$ cat config.mk
export PLATFORM = sky130hd
export DESIGN_NAME = vga_scan_gen
export DESIGN_NICKNAME = d
export VERILOG_FILES = /design/src/rtl/snake_vga_pkg.sv /design/src/rtl/vga_scan_gen_scan_counter.sv /design/src/rtl/vga_scan_gen.sv
export SDC_FILE = /design/constraint.sdc
export NUM_CORES = 1
export LEC_CHECK = 0
export CORE_AREA = 2 2 68 70
export CTS_BUF_LIST = sky130_fd_sc_hd__clkbuf_4
export CTS_CLUSTER_DIAMETER = 50
export DETAILED_ROUTE_END_ITERATION = 12
export DIE_AREA = 0 0 70 72
export GPL_TIMING_DRIVEN = 0
export MAX_ROUTING_LAYER = met4
export PLACE_DENSITY = 0.79
export REMOVE_ABC_BUFFERS = 1
export SYNTH_ARGS = -nofsm -noshare
export SYNTH_HDL_FRONTEND = slang
export SYNTH_SLANG_ARGS = --single-unit
$ cat constraint.sdc
create_clock -name VGA_clk -period 2 [get_ports VGA_clk]
set_clock_uncertainty 0.1 [all_clocks]
set_input_delay 0.2 -clock VGA_clk [delete_from_list [all_inputs] [get_ports VGA_clk]]
set_output_delay 0.2 -clock VGA_clk [all_outputs]
set_load 0.01 [all_outputs]
$ cat src/rtl/snake_vga_pkg.sv
// Shared raster-timing constants and small typedefs for the snake game video and score logic.
package snake_vga_pkg;

    localparam int H_VISIBLE  = 640;
    localparam int H_FP       = 16;
    localparam int H_SYNC     = 96;
    localparam int H_BP       = 48;
    localparam int V_VISIBLE  = 480;
    localparam int V_FP       = 10;
    localparam int V_SYNC     = 2;
    localparam int V_BP       = 33;
    localparam int H_TOTAL    = H_VISIBLE + H_FP + H_SYNC + H_BP;
    localparam int V_TOTAL    = V_VISIBLE + V_FP + V_SYNC + V_BP;
    localparam int BORDER_W   = 10;
    localparam int UPDATE_DIV = 5;
    localparam int COORD_W    = 10;
    localparam int DIV_W      = 6;

    typedef logic [6:0] colour_t;
    typedef logic [6:0] seg_t;

endpackage

$ cat src/rtl/vga_scan_gen_scan_counter.sv
// Modulo-N counter with enable; wrap is high while the count sits at N-1 and en is asserted.
module scan_counter
    import snake_vga_pkg::*;
#(
    parameter int N = H_TOTAL,
    parameter int W = COORD_W
) (
    input  logic         i_clk,
    input  logic         i_rst,
    input  logic         i_en,
    output logic [W-1:0] o_count,
    output logic         o_wrap
);

    localparam logic [W-1:0] LAST = W'(N - 1);

    logic [W-1:0] r_count;
    logic         r_last;
    logic [W-1:0] w_next;

    assign w_next = (r_count == LAST) ? '0 : r_count + W'(1);

    // Count register plus a registered terminal-count flag so wrap needs no wide compare.
    always_ff @(posedge i_clk or posedge i_rst) begin
        if (i_rst) begin
            r_count <= '0;
            r_last  <= (LAST == '0);
        end else if (i_en) begin
            r_count <= w_next;
            r_last  <= (w_next == LAST);
        end else begin
            r_count <= r_count;
            r_last  <= r_last;
        end
    end

    assign o_count = r_count;
    assign o_wrap  = r_last & i_en;

endmodule

$ cat src/rtl/vga_scan_gen.sv
// Raster timing source: coordinates, syncs, visible/border flags, frame_done and the game tick.
// Build macro SCAN_SYNC_PIPE_EN delays hsync, vsync and displayArea by two extra clocks.
module vga_scan_gen
    import snake_vga_pkg::*;
#(
    parameter int P_H_VISIBLE  = H_VISIBLE,
    parameter int P_H_FP       = H_FP,
    parameter int P_H_SYNC     = H_SYNC,
    parameter int P_H_BP       = H_BP,
    parameter int P_V_VISIBLE  = V_VISIBLE,
    parameter int P_V_FP       = V_FP,
    parameter int P_V_SYNC     = V_SYNC,
    parameter int P_V_BP       = V_BP,
    parameter int P_BORDER_W   = BORDER_W,
    parameter int P_UPDATE_DIV = UPDATE_DIV
) (
    input  logic               VGA_clk,
    input  logic               reset,
    output logic [COORD_W-1:0] xCount,
    output logic [COORD_W-1:0] yCount,
    output logic               hsync,
    output logic               vsync,
    output logic               displayArea,
    output logic               border,
    output logic               update,
    output logic               frame_done
);

    localparam int H_TOT = P_H_VISIBLE + P_H_FP + P_H_SYNC + P_H_BP;
    localparam int V_TOT = P_V_VISIBLE + P_V_FP + P_V_SYNC + P_V_BP;

    localparam logic [COORD_W-1:0] X_VIS    = COORD_W'(P_H_VISIBLE);
    localparam logic [COORD_W-1:0] Y_VIS    = COORD_W'(P_V_VISIBLE);
    localparam logic [COORD_W-1:0] X_HS_ON  = COORD_W'(P_H_VISIBLE + P_H_FP);
    localparam logic [COORD_W-1:0] X_HS_OFF = COORD_W'(P_H_VISIBLE + P_H_FP + P_H_SYNC);
    localparam logic [COORD_W-1:0] Y_VS_ON  = COORD_W'(P_V_VISIBLE + P_V_FP);
    localparam logic [COORD_W-1:0] Y_VS_OFF = COORD_W'(P_V_VISIBLE + P_V_FP + P_V_SYNC);
    localparam logic [COORD_W-1:0] X_BL     = COORD_W'(P_BORDER_W);
    localparam logic [COORD_W-1:0] X_BR     = COORD_W'(P_H_VISIBLE - P_BORDER_W);
    localparam logic [COORD_W-1:0] Y_BT     = COORD_W'(P_BORDER_W);
    localparam logic [COORD_W-1:0] Y_BB     = COORD_W'(P_V_VISIBLE - P_BORDER_W);
    localparam logic [DIV_W-1:0]   DIV_LAST = DIV_W'(P_UPDATE_DIV - 1);

    // The counters run one clock ahead of the outputs so every flag can be registered aligned.
    logic [COORD_W-1:0] w_x;
    logic [COORD_W-1:0] w_y;
    logic [DIV_W-1:0]   w_div;
    logic               w_x_wrap;
    logic               w_frame_end;
    logic               w_div_wrap_unused;
    logic               w_disp;
    logic               w_hs;
    logic               w_vs;
    logic               w_border;
    logic               w_update;

    scan_counter #(.N(H_TOT), .W(COORD_W)) u_x_cnt (
        .i_clk   (VGA_clk),
        .i_rst   (reset),
        .i_en    (1'b1),
        .o_count (w_x),
        .o_wrap  (w_x_wrap)
    );

    scan_counter #(.N(V_TOT), .W(COORD_W)) u_y_cnt (
        .i_clk   (VGA_clk),
        .i_rst   (reset),
        .i_en    (w_x_wrap),
        .o_count (w_y),
        .o_wrap  (w_frame_end)
    );

    scan_counter #(.N(P_UPDATE_DIV), .W(DIV_W)) u_div_cnt (
        .i_clk   (VGA_clk),
        .i_rst   (reset),
        .i_en    (w_frame_end),
        .o_count (w_div),
        .o_wrap  (w_div_wrap_unused)
    );

    assign w_disp   = (w_x < X_VIS) && (w_y < Y_VIS);
    assign w_hs     = !((w_x >= X_HS_ON) && (w_x < X_HS_OFF));
    assign w_vs     = !((w_y >= Y_VS_ON) && (w_y < Y_VS_OFF));
    assign w_border = w_disp && ((w_x < X_BL) || (w_x >= X_BR) || (w_y < Y_BT) || (w_y >= Y_BB));
    assign w_update = (w_x == '0) && (w_y == Y_VIS) && (w_div == DIV_LAST);

    logic [COORD_W-1:0] r_x;
    logic [COORD_W-1:0] r_y;
    logic               r_hs;
    logic               r_vs;
    logic               r_disp;
    logic               r_border;
    logic               r_update;
    logic               r_frame_done;

    // Output stage: present the coordinate and all of its decoded flags on the same clock.
    always_ff @(posedge VGA_clk or posedge reset) begin
        if (reset) begin
            r_x          <= '0;
            r_y          <= '0;
            r_hs         <= 1'b1;
            r_vs         <= 1'b1;
            r_disp       <= 1'b0;
            r_border     <= 1'b0;
            r_update     <= 1'b0;
            r_frame_done <= 1'b0;
        end else begin
            r_x          <= w_x;
            r_y          <= w_y;
            r_hs         <= w_hs;
            r_vs         <= w_vs;
            r_disp       <= w_disp;
            r_border     <= w_border;
            r_update     <= w_update;
            r_frame_done <= w_frame_end;
        end
    end

`ifdef SCAN_SYNC_PIPE_EN
    logic [1:0] r_hs_pipe;
    logic [1:0] r_vs_pipe;
    logic [1:0] r_disp_pipe;

    // Delay the monitor-facing strobes to line up with the two-stage pixel colour path.
    always_ff @(posedge VGA_clk or posedge reset) begin
        if (reset) begin
            r_hs_pipe   <= 2'b11;
            r_vs_pipe   <= 2'b11;
            r_disp_pipe <= 2'b00;
        end else begin
            r_hs_pipe   <= {r_hs_pipe[0], r_hs};
            r_vs_pipe   <= {r_vs_pipe[0], r_vs};
            r_disp_pipe <= {r_disp_pipe[0], r_disp};
        end
    end

    assign hsync       = r_hs_pipe[1];
    assign vsync       = r_vs_pipe[1];
    assign displayArea = r_disp_pipe[1];
`else
    assign hsync       = r_hs;
    assign vsync       = r_vs;
    assign displayArea = r_disp;
`endif

    assign xCount     = r_x;
    assign yCount     = r_y;
    assign border     = r_border;
    assign update     = r_update;
    assign frame_done = r_frame_done;

endmodule

## Yosys cells after proc, flatten, opt, wreduce, memory -nomap -nowiden

Cells that the tools add are included.

| cells by class | value |
|---|---|
| $add $sub $neg | 3 |
| multipliers | 0 |
| div/mod/pow operators | 0 |
| order comparisons | 10 |
| equality and inequality tests | 6 |
| shifts and indexed selects | 0 |
| mux-type cells | 3 |
| bitwise gates (word level) | 1 |
| reductions and logical operators | 12 |

Operators with widths:

| cell | number |
|---|---|
| == test 10 bit (second input constant) | 4 |
| adder 10 x 1 -> 10 bit (second input constant) | 2 |
| >= comparator 10 bit (second input constant) | 2 |
| >= comparator 10 x 9 -> 1 bit (second input constant) | 2 |
| < comparator 10 bit (second input constant) | 2 |
| < comparator 10 x 4 -> 1 bit (second input constant) | 2 |
| < comparator 10 x 9 -> 1 bit (second input constant) | 2 |
| 2-to-1 mux 10 bit | 2 |
| == test 10 x 9 -> 1 bit (second input constant) | 1 |
| zero test 10 bit | 1 |
| adder 6 x 1 -> 6 bit (second input constant) | 1 |
| == test 6 x 3 -> 1 bit (second input constant) | 1 |
| logical AND 1 bit | 6 |
| 2-to-1 mux 6 bit | 1 |
| logical OR 1 bit | 3 |
| zero test 1 bit | 2 |
| AND 1 bit | 1 |

| word-level totals | value |
|---|---|
| flip-flop bits (word level) | 54 |
| latch bits | 0 |
| memory bits (writable) | 0 |
| ROM bits | 0 |
| input port bits | 2 |
| output and inout bits | 26 |
| word-level logic and storage cells | 48 |
| memories kept | 0 |

## Depth between registers and ports, before layout

| depth | value |
|---|---|
| word-level depth | 5 |
| gate-level depth with buffers | 8 |

## Cells and area by module

A second synthesis with hierarchy kept.

| second synthesis, totals | value |
|---|---|
| cell total of the unflattened synthesis | 255 |
| area, all modules | 2638.8 µm² |

Modules (own cells, without submodules):

| module | times used | cells each | area an instance (µm²) |
|---|---|---|---|
| vga_scan_gen | 1 | 60 | 863.3 |
| scan_counter at u_x_cnt | 1 | 80 | 703.2 |
| scan_counter at u_y_cnt | 1 | 74 | 671.9 |
| scan_counter at u_div_cnt | 1 | 41 | 400.4 |

## Worst setup path after synthesis

Ideal clock, no wire load.

| path | value |
|---|---|
| path kind | reg2reg |
| start point | reg u_x_cnt.r_count[1], in the netlist u_x_cnt.o_count[1] |
| end point | reg u_x_cnt.r_last |
| library setup time | 0.068 ns |
| arrival time | 1.674 ns |
| data required time | 1.832 ns |
| setup slack | 0.158 ns |
| stages on the path, launching flop included | 7 |
| path through | dfrtp_1 -> ha_1 -> nand3_1 -> nor2_1 -> xor2_1 -> or4b_1 -> and4b_1 |

| on the way | value |
|---|---|
| word-level cells in the longest chain between the ends | 3 |
| elaborated cells on any way between the ends | 4 |
| those cells by class | add/sub: 1; eq/ne: 2; mux: 1 |

Ends and longest elaborated chain:

| what | RTL line | source |
|---|---|---|
| start: declaration | vga_scan_gen_scan_counter.sv:17 | `logic [W-1:0] r_count;` |
| start signal: assignment | vga_scan_gen_scan_counter.sv:29 | `r_count <= w_next;` |
| start signal: assignment | vga_scan_gen_scan_counter.sv:32 | `r_count <= r_count;` |
| adder 10 x 1 -> 10 bit / == test 10 bit (equally long branches) | vga_scan_gen_scan_counter.sv:21 | `assign w_next = (r_count == LAST) ? '0 : r_count + W'(1);` |
| 2-to-1 mux 10 bit * | vga_scan_gen_scan_counter.sv:21 |  |
| named net u_x_cnt.w_next[6] | vga_scan_gen_scan_counter.sv:19 | `logic [W-1:0] w_next;` |
| == test 10 bit * | vga_scan_gen_scan_counter.sv:30 | `r_last <= (w_next == LAST);` |
| end signal: assignment | vga_scan_gen_scan_counter.sv:27 | `r_last <= (LAST == '0);` |
| end signal: assignment | vga_scan_gen_scan_counter.sv:30 |  |
| end signal: assignment | vga_scan_gen_scan_counter.sv:33 | `r_last <= r_last;` |
| end: declaration | vga_scan_gen_scan_counter.sv:18 | `logic r_last;` |

Mark *: on every way through the listed nets, which the timed path passes. The rest lies on a longest branch.
A chain may end at the register's enable or synchronous reset.

## Final worst setup path

| path | value |
|---|---|
| start point | reg u_y_cnt.r_count[7], in the netlist u_y_cnt.o_count[7] |
| end point | reg u_y_cnt.r_count[9], in the netlist u_y_cnt.o_count[9] |

| on the way | value |
|---|---|
| word-level cells in the longest chain between the ends | 2 |
| elaborated cells on any way between the ends | 3 |
| those cells by class | add/sub: 1; eq/ne: 1; mux: 1 |

Ends and longest elaborated chain:

| what | RTL line |
|---|---|
| start: declaration | vga_scan_gen_scan_counter.sv:17 |
| start signal: assignment | vga_scan_gen_scan_counter.sv:29 |
| start signal: assignment | vga_scan_gen_scan_counter.sv:32 |
| adder 10 x 1 -> 10 bit / == test 10 bit (equally long branches) | vga_scan_gen_scan_counter.sv:21 |
| 2-to-1 mux 10 bit * | vga_scan_gen_scan_counter.sv:21 |

Every way passes the cells marked *; elsewhere a longest branch is shown, timed or not.

==> results.toml <==
[status]
outcome = "completed"

[final_layout]
stdcell_count = 298
fin_util_pct = 66.3
design_area_um2 = 2830
nNetsFinal = 254
most-common-layout-cells = "dfrtp_1 (47), clkdlybuf4s50_1 (27), nand2_1 (18)"
fill_cells = 345
final_layout_size_suffix_gt1_share_pct = 15.0
layout-area-overhead-vs-synth_pct = 18.4
final_common_cell = "dfrtp_1"
diodes = 0

[sta]
relSlewSlack_pct = 68.4
slew_viol_final = 0
fin_crit_sh_pct = 96.5
fmax_ghz = 0.518
fin_crit_ns = 1.93
tightest_slew_ns = 0.474
rsz0062_at_grt = "false"
finalSetupViolCount = 0
setup_tns_ns = 0
fin_ws_ns = 0.0695
hold_viol_final = 0

[route]
first_pass_iters = 4
vias = 1684
drc = 0
drt_iter0_markers = 154
postRouteAntennaNets = 0
routed_wl_um = 4410
post_drt_wl_per_cell_um = 14.8
avgViaCountPerCell = 5.65

[pwr]
power_per_cell_area_nw_per_um2 = 553
p_leak_nw = 1.25
power.ir.vdd_worst_mv = 0.370

[worst_setup_path]
startpoint = "u_y_cnt.o_count[7]$_DFFE_PP0P_"
r2r_start = "u_y_cnt.o_count[7]$_DFFE_PP0P_"
path_max_fanout = 8
cp-endpoint = "u_y_cnt.o_count[9]$_DFFE_PP0P_"
worstPathRequired_ns = 2.18
r2r_slack_ns = 0.07
worst_setup_path_start_kind = "register"
critPathArrivalTime_ns = 2.11
crit_family = "flip-flops"
max_stage_delay_ns = 0.50
critPathSlowestCell = "dfrtp_1"
crit_path_end_kind = "register"
worst-path-stages = 4
crit_buf_inv = 0
path_cells = "or3_4, o311ai_1, o21ai_0, mux2_2"
reg2reg_to = "u_y_cnt.o_count[9]$_DFFE_PP0P_"
worstSetupPathType = "register to register"
reg2reg_depth = 4

[placed_design]
post-place-ws_ns = -0.0982
dp.cells = 284
dpl_cell_area_um2 = 2690
dp_hpwl_um = 2940
io_buffers = 27
gp_congestion = 0.853

[clock_tree]
holdBufCountCts = 0
cts_tree = "built"
cts_buffers = 5
clk_latency_ns = 0.37
root_buffer = "clkbuf_4"
htreeDepth = 2
cts_buffer_depth = 2
clkTransAtPathRegs_ns = 0.14
cts.sinks = 54

[yosys]
syn_area_um2 = 2390
ys_seq_area_share_pct = 56.7
ys_ff_latch = 54
async_flop_share_pct = 100
synthCells = 213
synthDistinctLibCells = 48
avgSynthCellArea_um2 = 11.2
synth-warning-count = 0
synthFlopType = "dfrtp_1"
synth-edff-count = 0

[die]
core_um2 = 4260
die_h_um = 72
dieArea_um2 = 5040
io_pins = 28
fp-row-count = 24
start_util_pct = 56.0
die_x_um = 70

[global_route]
grt_pass1_wl_um = 7420
antenna_found_initial = 0
grt_usage_pct = 19.3
gr-total-overflow = 0
grt_pass1_vias = 1545
grt_max_degree = 36

[run]
cap_violations = 0

[hold_path]
hp-class = "input pin to asynchronous set/reset pin"
## routing by layer
metal	GRT usage [%]	up-vias	routed length (um)
met3	4.44	6	137
met4	8.12	0	76
met5	-	-	0
met2	27.3	27	2030
li1	-	822	-
met1	27.2	829	2160
## what timing repair did
item,CTS,global route
buffers inserted,0,6
cloned,0,0
endpoints found under the setup margin,1,6
hold endpoints to repair,0,0
pin swaps,0,1
resized for setup,3,7
## where the power goes
part           total [W]  switching, W  leakage, nW  internal [W]
clock network   0.000445      0.000319       0.0277      0.000126
registers        0.00109             0        0.706       0.00109
logic          0.0000263     0.0000205        0.519    0.00000583
## cell families (layout without fill, tap and decap cells)
logic type | after synthesis | in the layout | share of synthesized area, %
adder cells (fa/ha/maj) | 7 | 7 | 3.67
flip-flops | 54 | 54 | 56.7
AO/OA/AOI/OAI | 38 | 38 | 10.3
XOR/XNOR | 15 | 15 | 5.50
AND/OR/NAND/NOR | 77 | 77 | 19.3
multiplexers | 1 | 1 | 0.472
buffers and inverters | 21 | 54 | 3.98
## cell usage after synthesis, types with 2 or more instances
library cell	number	area (um^2)
dfrtp_1	52	1300
nand2_1	18	67.6
o21ai_0	15	75.1
inv_1	11	41.3
nor2_1	11	41.3
xnor2_1	10	87.6
nand3_1	8	40.0
ha_1	7	87.6
clkbuf_1	6	22.5
a21oi_1	5	25.0
nand4_1	5	31.3
xor2_1	5	43.8
a32o_1	4	40.0
and4_1	4	35.0
and3_1	3	18.8
and3_2	3	22.5
nor4_1	3	18.8
or2_2	3	18.8
or3_1	3	18.8
a31oi_1	2	12.5
and4b_1	2	20.0
buf_6	2	22.5
dfstp_2	2	52.6
nand3b_1	2	15.0
nor3_1	2	10.0
nor4b_1	2	17.5
o31ai_1	2	15.0
## final cells by class
cell class / instances / area (um^2) / area share (%)
Inverter: 12 / 45.0 / 1.59
Multi-Input combinational cell: 138 / 972 / 34.4
Sequential cell: 54 / 1360 / 48.1
Clock inverter: 3 / 11.3 / 0.398
Clock buffer: 5 / 37.5 / 1.33
Timing Repair Buffer: 34 / 335 / 11.9
Tap cell: 52 / 65.1 / 2.30
## worst register-to-register path, cell delays in order (launching register included)
cell and delay [ns]:
dfrtp_1 0.50, or3_4 0.46, o311ai_1 0.28, o21ai_0 0.20, mux2_2 0.30
## worst min-delay path by stage
stage,from,to
6_report,reset,xCount[6]$_DFF_PP0_
4_1_cts,reset,xCount[3]$_DFF_PP0_
5_1_grt,reset,u_y_cnt.o_count[2]$_DFFE_PP0P_
3_3_place_gp,u_div_cnt.o_count[5]$_DFFE_PP0P_,u_div_cnt.o_count[5]$_DFFE_PP0P_
3_5_place_dp,u_div_cnt.o_count[5]$_DFFE_PP0P_,u_div_cnt.o_count[5]$_DFFE_PP0P_
2_1_floorplan,u_y_cnt.o_count[0]$_DFFE_PP0P_,yCount[0]$_DFF_PP0_
## stage by stage
| step | hold WS, ns | total power [W] |
|---|---|---|
| after floorplan | 0.318 | 0.00113 |
| after global placement | 0.357 | 0.00114 |
| after detailed placement | 0.355 | 0.00114 |
| after CTS | 0.0530 | 0.00157 |
| after global routing | 0.0700 | 0.00162 |
| final | 0.0363 | 0.00156 |
## state kept, by name (all words and copies together) (netlist names)
signal             cells
u_y_cnt.r_last         1
frame_done             1
yCount                10
u_x_cnt.o_count       10
u_x_cnt.r_last         1
hsync                  1
displayArea            1
border                 1
update                 1
u_y_cnt.o_count       10
xCount                10
vsync                  1
u_div_cnt.o_count      6
No activity file was read; power rests on OpenSTA's default activity.
